File: config.mk
export PLATFORM = sky130hd
export DESIGN_NAME = vga_frame_scheduler
export DESIGN_NICKNAME = d
export VERILOG_FILES = /design/src/rtl/vga_frame_scheduler.sv
export SDC_FILE = /design/constraint.sdc
export NUM_CORES = 1
export LEC_CHECK = 0
export ABC_AREA = 1
export CORE_MARGIN = 1.5
export CORE_UTILIZATION = 54
export DETAILED_ROUTE_END_ITERATION = 7
export PLACE_DENSITY_LB_ADDON = 0.15
export SYNTH_ARGS = -nofsm -noshare
export SYNTH_HDL_FRONTEND = slang
export SYNTH_SLANG_ARGS = --single-unit
File: constraint.sdc
create_clock -name clk_i -period 2.7 [get_ports clk_i]
set_input_delay 0.54 -clock clk_i [delete_from_list [all_inputs] [get_ports clk_i]]
set_output_delay 0.54 -clock clk_i [all_outputs]
set_load 0.01 [all_outputs]
File: src/rtl/vga_frame_scheduler.sv
// vga_frame_scheduler
//   VGA timing engine for the pixel clock domain. It does three things:
//   - generates the x/y coordinates that the frame-buffer fetch logic reads,
//   - re-times the returned colour data and the raw syncs by a fixed fetch
//     latency, and
//   - schedules double-buffer swaps so that active_frame only toggles at the
//     start of vertical blanking.
//
// Ports
//   clk_i           pixel clock
//   rst_ni          asynchronous active-low reset
//   swap_req_i      one-cycle pulse: the back buffer is complete
//   pix_in_i        {r,g,b} colour, valid LAT clocks after x/y
//   x_o, y_o        current h/v counters
//   fetch_en_o      high while x/y lie inside the visible window
//   active_frame_o  buffer being displayed
//   swap_ack_o      one-cycle pulse on the cycle active_frame toggles
//   frame_start_o   high on the cycle in which x=0, y=0 are presented
//   hsync_o/vsync_o delayed syncs
//   red_o/green_o/blue_o  delayed colour, zero outside the visible window
//
// Swap FSM
//   state     | meaning
//   S_IDLE    | no swap outstanding
//   S_PENDING | swap requested; waits for the last visible line to end
module vga_frame_scheduler #(
    parameter int   H_ACTIVE = 640,
    parameter int   H_FP     = 16,
    parameter int   H_SYNC   = 96,
    parameter int   H_BP     = 48,
    parameter int   V_ACTIVE = 480,
    parameter int   V_FP     = 10,
    parameter int   V_SYNC   = 2,
    parameter int   V_BP     = 33,
    parameter logic HS_POL   = 1'b0,
    parameter logic VS_POL   = 1'b0,
    parameter int   COORD_W  = 11,
    parameter int   LAT      = 2
) (
    input  logic               clk_i,
    input  logic               rst_ni,
    input  logic               swap_req_i,
    input  logic [11:0]        pix_in_i,
    output logic [COORD_W-1:0] x_o,
    output logic [COORD_W-1:0] y_o,
    output logic               fetch_en_o,
    output logic               active_frame_o,
    output logic               swap_ack_o,
    output logic               frame_start_o,
    output logic               hsync_o,
    output logic               vsync_o,
    output logic [3:0]         red_o,
    output logic [3:0]         green_o,
    output logic [3:0]         blue_o
);

    localparam int H_TOTAL = H_ACTIVE + H_FP + H_SYNC + H_BP;
    localparam int V_TOTAL = V_ACTIVE + V_FP + V_SYNC + V_BP;

    localparam logic [COORD_W-1:0] H_LAST    = COORD_W'(H_TOTAL - 1);
    localparam logic [COORD_W-1:0] V_LAST    = COORD_W'(V_TOTAL - 1);
    localparam logic [COORD_W-1:0] H_ACT     = COORD_W'(H_ACTIVE);
    localparam logic [COORD_W-1:0] V_ACT     = COORD_W'(V_ACTIVE);
    localparam logic [COORD_W-1:0] HS_START  = COORD_W'(H_ACTIVE + H_FP);
    localparam logic [COORD_W-1:0] HS_END    = COORD_W'(H_ACTIVE + H_FP + H_SYNC);
    localparam logic [COORD_W-1:0] VS_START  = COORD_W'(V_ACTIVE + V_FP);
    localparam logic [COORD_W-1:0] VS_END    = COORD_W'(V_ACTIVE + V_FP + V_SYNC);
    localparam logic [COORD_W-1:0] V_BOUND   = COORD_W'(V_ACTIVE - 1);

    typedef enum logic {
        S_IDLE    = 1'b0,
        S_PENDING = 1'b1
    } state_t;

    state_t             state_q, state_d;
    logic [COORD_W-1:0] h_q, h_d;
    logic [COORD_W-1:0] v_q, v_d;
    logic               run_q;
    logic               active_q, active_d;
    logic               ack_q, swap_d;
    logic               fs_q, fs_d;
    logic [LAT-1:0]     fe_pipe_q, fe_pipe_d;
    logic [LAT-1:0]     hs_pipe_q, hs_pipe_d;
    logic [LAT-1:0]     vs_pipe_q, vs_pipe_d;
    logic               hs_q, vs_q;
    logic [11:0]        rgb_q;

    logic fetch_raw, hs_raw, vs_raw, boundary;

    assign fetch_raw = (h_q < H_ACT) && (v_q < V_ACT);
    assign hs_raw    = (h_q >= HS_START) && (h_q < HS_END);
    assign vs_raw    = (v_q >= VS_START) && (v_q < VS_END);
    assign boundary  = (h_q == H_LAST) && (v_q == V_BOUND);

    // The counters hold at 0,0 for the first clock after reset release so that
    // the origin is presented together with frame_start; run_q marks the end
    // of that hold. The pipeline is frozen during the hold as well, otherwise
    // the origin would enter it twice.
    always_comb begin
        h_d = h_q;
        v_d = v_q;
        if (run_q) begin
            if (h_q == H_LAST) begin
                h_d = '0;
                v_d = (v_q == V_LAST) ? '0 : v_q + 1'b1;
            end else begin
                h_d = h_q + 1'b1;
            end
        end
        fs_d = (h_d == '0) && (v_d == '0);
    end

    // Pipeline bit 0 takes the raw value; bit LAT-1 is the oldest.
    always_comb begin
        fe_pipe_d = fe_pipe_q;
        hs_pipe_d = hs_pipe_q;
        vs_pipe_d = vs_pipe_q;
        if (run_q) begin
            fe_pipe_d = LAT'({fe_pipe_q, fetch_raw});
            hs_pipe_d = LAT'({hs_pipe_q, hs_raw});
            vs_pipe_d = LAT'({vs_pipe_q, vs_raw});
        end
    end

    // A request arriving on the boundary cycle itself is served on that same
    // boundary, so IDLE can swap directly without passing through PENDING.
    always_comb begin
        state_d = state_q;
        swap_d  = 1'b0;
        case (state_q)
            S_IDLE: begin
                if (swap_req_i) begin
                    if (boundary) begin
                        swap_d = 1'b1;
                    end else begin
                        state_d = S_PENDING;
                    end
                end
            end
            S_PENDING: begin
                if (boundary) begin
                    swap_d  = 1'b1;
                    state_d = S_IDLE;
                end
            end
            default: state_d = S_IDLE;
        endcase
        active_d = active_q ^ swap_d;
    end

    always_ff @(posedge clk_i or negedge rst_ni) begin
        if (!rst_ni) begin
            h_q       <= '0;
            v_q       <= '0;
            run_q     <= 1'b0;
            state_q   <= S_IDLE;
            active_q  <= 1'b0;
            ack_q     <= 1'b0;
            fs_q      <= 1'b0;
            fe_pipe_q <= '0;
            hs_pipe_q <= '0;
            vs_pipe_q <= '0;
            hs_q      <= ~HS_POL;
            vs_q      <= ~VS_POL;
            rgb_q     <= '0;
        end else begin
            h_q       <= h_d;
            v_q       <= v_d;
            run_q     <= 1'b1;
            state_q   <= state_d;
            active_q  <= active_d;
            ack_q     <= swap_d;
            fs_q      <= fs_d;
            fe_pipe_q <= fe_pipe_d;
            hs_pipe_q <= hs_pipe_d;
            vs_pipe_q <= vs_pipe_d;
            hs_q      <= hs_pipe_q[LAT-1] ? HS_POL : ~HS_POL;
            vs_q      <= vs_pipe_q[LAT-1] ? VS_POL : ~VS_POL;
            rgb_q     <= fe_pipe_q[LAT-1] ? pix_in_i : 12'h000;
        end
    end

    assign x_o            = h_q;
    assign y_o            = v_q;
    assign fetch_en_o     = fetch_raw;
    assign active_frame_o = active_q;
    assign swap_ack_o     = ack_q;
    assign frame_start_o  = fs_q;
    assign hsync_o        = hs_q;
    assign vsync_o        = vs_q;
    assign red_o          = rgb_q[11:8];
    assign green_o        = rgb_q[7:4];
    assign blue_o         = rgb_q[3:0];

endmodule

==> results.cfg, run 1 <==
[route]
detail_route.drc_violations = 0
wire_per_inst_um = 14.9
drtPass1Iterations = 5
finalWirelength_um = 6520
detail_route.vias_per_cell = 5.23
dr_total_vias = 2292
drtIter0Drc = 177
antenna_left = 0

[synth]
synth_simple_gate_area_share_pct = 35.5
dominant_combinational_cell_family_by_area_after_synthesis = simple AND/OR/NAND/NOR gates
share_of_synthesized_area_spent_on_multiplexers_pct = 0
post_synth_fa_ha_maj_area_fraction_pct = 1.49
synth.top_cells.by_area = sky130_fd_sc_hd__dfrtp_1, sky130_fd_sc_hd__nand2_1, sky130_fd_sc_hd__inv_1
ys_seq_elements = 47
syn_area_per_cell_um2 = 7.83
syn_nets = 340
top_cell_type_s_share_of_synthesized_area_pct = 44.6
ys_types = 32
synth-xor-area-share_pct = 1.04
postSynth.topFlopCell = sky130_fd_sc_hd__dfrtp_1
yosys_warnings = 0
syn-cell-area_mm2 = 0.00252
yosysTopAreaCell = sky130_fd_sc_hd__dfrtp_1
synth_compound_area_share_pct = 4.37
synthesized_instance_count = 322
post-synth-top-count-cell = sky130_fd_sc_hd__nand2_1
seq_area_frac_synth_pct = 46.7
synth_top_cells_by_count = sky130_fd_sc_hd__nand2_1, sky130_fd_sc_hd__inv_1, sky130_fd_sc_hd__dfrtp_1
synth_edf_count = 0
ys_async_sr_fraction_pct = 100

[critical_path]
critical_path.reg2reg.startpoint = x_o[0]
timing.critical_path.arrival_ns = 1.61
path_class = reg2out
data_required_time_of_the_worst_path_ns = 2.16
crit_chain = nor2_1 > inv_1 > a2111oi_2 > dlymetal6s2s_1
crit_path_max_fanout = 5
setup.worst_path.end_class = output pin
worst_path_dominant_cell_family = flip-flops
slowest_delay_ns = 0.44
start_kind = register
crit_path_top_delay_cell = sky130_fd_sc_hd__dfrtp_1
critical_path_buf_inv_count = 2
critical_path.startpoint = y_o[9]

[clock_tree]
root_buffer = sky130_fd_sc_hd__clkbuf_8
cts-root-to-sink-buffers = 2
cts_made_buffers = 5
holdBufCountCts = 0
clk_pin_slew_ns = 0.10
htree_levels = 2
clock_sinks = 47
clock_latency_on_the_worst_skew_pair_ns = 0.31
tritoncts = built

[layout]
filler_cell_count = 357
register_area_mm2 = 0.00118
area_taken_by_multi_input_logic_gates_mm2 = 0.00108
final_layout_size_suffix_gt1_share_pct = 13.7
fin_util_pct = 74.4
final_cells = 438
final_cell_area_mm2 = 0.00329
num-nets-final = 403
antennaDiodeCount = 0
area_growth_syn_to_layout_pct = 30.3

[placement]
gpl_congestion = 0.953
dpl-instance-area_mm2 = 0.00314
dp_hpwl_um = 4880
portBuffers = 54
numPlacedInstances = 430

[floorplanning]
die_width_um = 71.3
core.rowCount = 24
io_pins = 55
die-height_um = 71.3
initial_utilization_pct = 57.1
die-area_mm2 = 0.00509
core_mm2 = 0.00441

[timing]
clock_skew_ns = 0.0139
finalCriticalPeriod_ns = 2.15
grt_setup_unrepaired = false
timing.final.setup_violations = 0
setup-tns-final_ns = 0
final-max-slew-violation-count = 0
fmax_mhz = 464
timing_hold_violations_final = 0
post-route-period-util_pct = 79.8

[flow_run]
drv_cap = 0

[global_routing]
grt_pass1_vias = 2192
grt.overflow.total = 0
antenna_found_initial = 0
grt_start_max_net_pins = 26
gr-usage-all-layers_pct = 27.0
first_pass_grt_wire_length_um = 10600

[status]
run_status = completed

[power_and_ir_drop]
p_total_w = 0.00192
power_density_mw_per_mm2 = 585
power_leakage_nw = 1.75
irDropWorstVdd_uv = 521

[min_path]
worstHoldPathType = in2async
==> kinds of logic (layout without fill, tap and decap cells) <==
family | Yosys count | in the layout
other cells | 1 | 1
buf+inv | 70 | 134
fa+ha+maj | 3 | 3
xor+xnor | 3 | 3
compound gates | 19 | 19
simple gates | 179 | 179
flops | 47 | 47
==> routing by layer <==
metal / vias up / GRT usage (%) / wire length (um)
met5: - / 0 / 0
met4: 0 / 8.18 / 84
met3: 10 / 6.05 / 611
met2: 115 / 41.5 / 3030
met1: 1054 / 38.5 / 2790
li1: 1113 / - / -
==> cell type report <==
class	instances	area share (%)
Tap cell	52	1.98
Multi-Input combinational cell	205	32.9
Inverter	67	7.73
Sequential cell	47	35.9
Clock inverter	2	1.83
Clock buffer	6	2.21
Timing Repair Buffer	59	17.5
==> flip-flops by register name, summed over array words and instances (netlist names) <==
name and flops:
active_frame_o 1, fe_pipe_q 2, frame_start_o 1, hs_pipe_q 2, hsync_o 1, rgb_q 12
run_q 1, state_q 1, swap_ack_o 1, vs_pipe_q 2, vsync_o 1, x_o 11
y_o 11
==> layout by cell type (no fill, tap or decap), types with 2 or more instances in the layout <==
cell / count
sky130_fd_sc_hd__o21ai_0: 11
sky130_fd_sc_hd__o21ai_1: 3
sky130_fd_sc_hd__bufinv_16: 2
sky130_fd_sc_hd__inv_1: 60
sky130_fd_sc_hd__nand2_4: 3
sky130_fd_sc_hd__clkdlybuf4s50_1: 52
sky130_fd_sc_hd__nor3_1: 2
sky130_fd_sc_hd__clkbuf_8: 5
sky130_fd_sc_hd__nor2_4: 8
sky130_fd_sc_hd__ha_1: 3
sky130_fd_sc_hd__nand2_2: 6
sky130_fd_sc_hd__dfrtp_1: 45
sky130_fd_sc_hd__nand4_1: 8
sky130_fd_sc_hd__inv_2: 5
sky130_fd_sc_hd__dfstp_2: 2
sky130_fd_sc_hd__nor2_1: 30
sky130_fd_sc_hd__xor2_1: 3
sky130_fd_sc_hd__nand3_2: 5
sky130_fd_sc_hd__nand2_1: 82
sky130_fd_sc_hd__nand3_1: 26
sky130_fd_sc_hd__buf_4: 5
sky130_fd_sc_hd__nor2_2: 6
==> worst paths after layout <==
| kind | to | cells after the start | slack, ns |
|---|---|---|---|
| hold reg to reg | vsync_o | 1 | 0.37 |
| min in group clk_i | vsync_o | 1 | 0.37 |
| setup reg to reg | frame_start_o | 10 | 0.71 |
| setup / recovery | fetch_en_o | 4 | 0.55 |
| hold / removal | x_o[10] | 1 | 0.05 |
| max in group asynchronous | vsync_o | 2 | 2.02 |
==> where the power goes <==
group	switching [W]	internal, W	total, W
clock network	0.000246	0.000370	0.000616
logic	0.000259	0.000210	0.000469
registers	0.0000740	0.000764	0.000838
==> stage by stage <==
stage | hold WS [ns] | worst slack [ns]
finish | 0.0468 | 0.546
global route | 0.0589 | 0.414
CTS | 0.0609 | 0.0593
detailed placement | 0.365 | 0.317
global placement | 0.355 | 0.348
floorplan | 0.244 | 0.724
==> worst reg2reg max path: cells and delay by family (launching register included) <==
| kind | cells | cell delay (ns) |
|---|---|---|
| adder cells (fa/ha/maj) | 1 | 0.27 |
| flip-flops | 1 | 0.44 |
| AND/OR/NAND/NOR | 8 | 0.95 |
| AO/OA/AOI/OAI | 1 | 0.22 |
==> timing repair <==
action	4_1_cts	5_1_grt
cloned	0	0
setup endpoints to repair	1	1
gates resized for setup	1	2
setup buffers	0	0
(Power assumes the default switching activity.)
==> run 2, diff against run 1 <==
--- a/config.mk
+++ b/config.mk
@@ -7,7 +7,7 @@
 export LEC_CHECK = 0
 export ABC_AREA = 1
 export CORE_MARGIN = 1.5
-export CORE_UTILIZATION = 54
+export CORE_UTILIZATION = 46
 export DETAILED_ROUTE_END_ITERATION = 7
 export PLACE_DENSITY_LB_ADDON = 0.15
 export SYNTH_ARGS = -nofsm -noshare
==> constraint.sdc (replaced) <==
create_clock -name clk_i -period 1.8 [get_ports clk_i]
set_input_delay 0.36 -clock clk_i [delete_from_list [all_inputs] [get_ports clk_i]]
set_output_delay 0.36 -clock clk_i [all_outputs]
set_load 0.01 [all_outputs]
==> run 2 against run 1 <==
Compared with the run above:
- via count up 6.2%
- combinational power increased by 79%
- clock power is 11% higher
- global-route usage is 3.2 points lower
- total power is 43% higher
- largest power group unchanged
- sequential cell count unchanged
- critical path type is now reg2reg
- highest routed layer unchanged
- sequential share of layout area shrank 3.9 points
- sequential power up 47%
- worst hold slack better by 0.32 ns
- setup slack lost 0.63 ns
- critical path depth rose by 9
- cell count grew 14%
- the flow now finishes with violations (negative setup slack)
==> results.cfg, run 2 (synthesis gave the netlist of run 1 again) <==
[critical_path]
path_class = reg2reg
setup.reg_to_reg.worst_slack_ns = -0.08
data_required_time_of_the_worst_path_ns = 2.03
worst-r2r-cell-count = 13
timing.critical_path.arrival_ns = 2.12
crit_path_max_fanout = 6
rr_endpoint = frame_start_o
setup.worst_path.end_class = register
start_kind = register
critical_path.reg2reg.startpoint = x_o[0]

[route]
drtIter0Drc = 176
wire_per_inst_um = 13.4
finalWirelength_um = 6680
detail_route.drc_violations = 0
detail_route.vias_per_cell = 4.87
drtPass1Iterations = 4
dr_total_vias = 2433
antenna_left = 0

[floorplanning]
initial_utilization_pct = 48.5
core.rowCount = 26
die_width_um = 77.1
die-area_mm2 = 0.00594
io_pins = 55
die-height_um = 77.1
core_mm2 = 0.00520

[flow_run]
drv_cap = 0

[power_and_ir_drop]
irDropWorstVdd_uv = 609
power_density_mw_per_mm2 = 747
p_total_w = 0.00275
power_leakage_nw = 1.96

[clock_tree]
clock_latency_on_the_worst_skew_pair_ns = 0.30
htree_levels = 2
clk_pin_slew_ns = 0.09
root_buffer = sky130_fd_sc_hd__clkbuf_8
cts-root-to-sink-buffers = 2
tritoncts = built
clock_sinks = 47
cts_made_buffers = 5

[placement]
portBuffers = 54
numPlacedInstances = 480
gpl_congestion = 0.993
dp_hpwl_um = 4990

[global_routing]
gr-usage-all-layers_pct = 23.8
grt_start_max_net_pins = 35
grt.overflow.total = 0
first_pass_grt_wire_length_um = 11000
grt_pass1_vias = 2276
antenna_found_initial = 0

[timing]
final-max-slew-violation-count = 0
finalCriticalPeriod_ns = 1.88
grt_setup_unrepaired = true
hold_slack_ns = 0.368
post-route-worst-setup-slack_ns = -0.0822
timing_hold_violations_final = 0
fmax_mhz = 531
clock_skew_ns = 0.00832
post-route-period-util_pct = 105
timing.final.setup_violations = 2

[layout]
area_growth_syn_to_layout_pct = 46.1
largest_reg_flops = 12
final_layout_size_suffix_gt1_share_pct = 25.8
largest_register = rgb_q
final_cell_mix = sky130_fd_sc_hd__nand2_1, sky130_fd_sc_hd__inv_1, sky130_fd_sc_hd__clkdlybuf4s50_1
num-nets-final = 447
antennaDiodeCount = 0
final_cells = 500
layout.cells.most_common = sky130_fd_sc_hd__nand2_1

[status]
violations_in_the_final_reports = negative setup slack
run_status = finished, violations left

[min_path]
holdPathEnd = vsync_o
worst_hold_startpoint = vs_pipe_q[1]
worstHoldPathType = reg2reg
holdPathStages = 1
[run 2: final cells by class]
type	instances	area, um^2
Clock buffer	6	82.6
Clock inverter	2	16.3
Tap cell	70	87.6
Sequential cell	47	1180
Fill cell	424	1520
Timing Repair Buffer	103	935
Inverter	67	254
Multi-Input combinational cell	205	1130
[run 2: layer usage]
layer	vias up	GRT usage, %	wire (um)	share of wire (%)
met3	9	3.81	492	7.4
met2	96	39.6	3240	48
met4	0	6.00	79	1.2
met1	1133	32.4	2870	43
li1	1195	-	-	-
met5	-	0	0	0
[run 2: worst max-delay path, stage by stage (launching register included)]
cell and delay [ns]:
sky130_fd_sc_hd__dfrtp_1 0.38, sky130_fd_sc_hd__ha_2 0.19, sky130_fd_sc_hd__buf_6 0.10, sky130_fd_sc_hd__nand2_4 0.06, sky130_fd_sc_hd__nor2_8 0.17, sky130_fd_sc_hd__inv_4 0.06, sky130_fd_sc_hd__nor2_4 0.20, sky130_fd_sc_hd__buf_6 0.13
sky130_fd_sc_hd__o21ai_1 0.05, sky130_fd_sc_hd__nand2_1 0.09, sky130_fd_sc_hd__nand2_1 0.07, sky130_fd_sc_hd__nor2_2 0.11, sky130_fd_sc_hd__nand3_1 0.09, sky130_fd_sc_hd__nor2_1 0.11
[run 2: worst max-delay path by stage]
| stage | start | to | cells past startpoint |
|---|---|---|---|
| floorplan | y_o[6] | fetch_en_o | 5 |
| global placement | y_o[9] | fetch_en_o | 5 |
| detailed placement | y_o[9] | fetch_en_o | 5 |
| CTS | y_o[7] | fetch_en_o | 7 |
| global route | x_o[0] | frame_start_o | 13 |
| finish | x_o[0] | frame_start_o | 13 |
[run 2: timing repair]
item                                    in CTS  in global routing
hold buffers                                 1                  0
endpoints found under the setup margin       3                  7
gates resized for setup                     19                 11
pin swaps                                    8                 11
hold endpoints to repair                    13                  0
buffers inserted                             2                  9
[run 2: per-stage QoR]
step	cell area [um^2]	utilization [%]	TNS, ns	setup WS (ns)
3_3_place_gp	3420	65.7	-0.215	-0.203
6_report	3680	70.8	-0.120	-0.0822
3_5_place_dp	3420	65.7	-0.291	-0.286
4_1_cts	3590	69.0	-0.0377	-0.0377
5_1_grt	3680	70.8	-0.395	-0.207
2_1_floorplan	2520	-	0	0.00419
[run 2: power breakdown]
group | switching, W | total, W | internal (W) | leakage (nW)
registers | 0.0000845 | 0.00123 | 0.00115 | 0.608
clock network | 0.000369 | 0.000683 | 0.000314 | 0.0474
logic | 0.000437 | 0.000838 | 0.000402 | 1.30
total | 0.000890 | 0.00275 | 0.00186 | 1.96
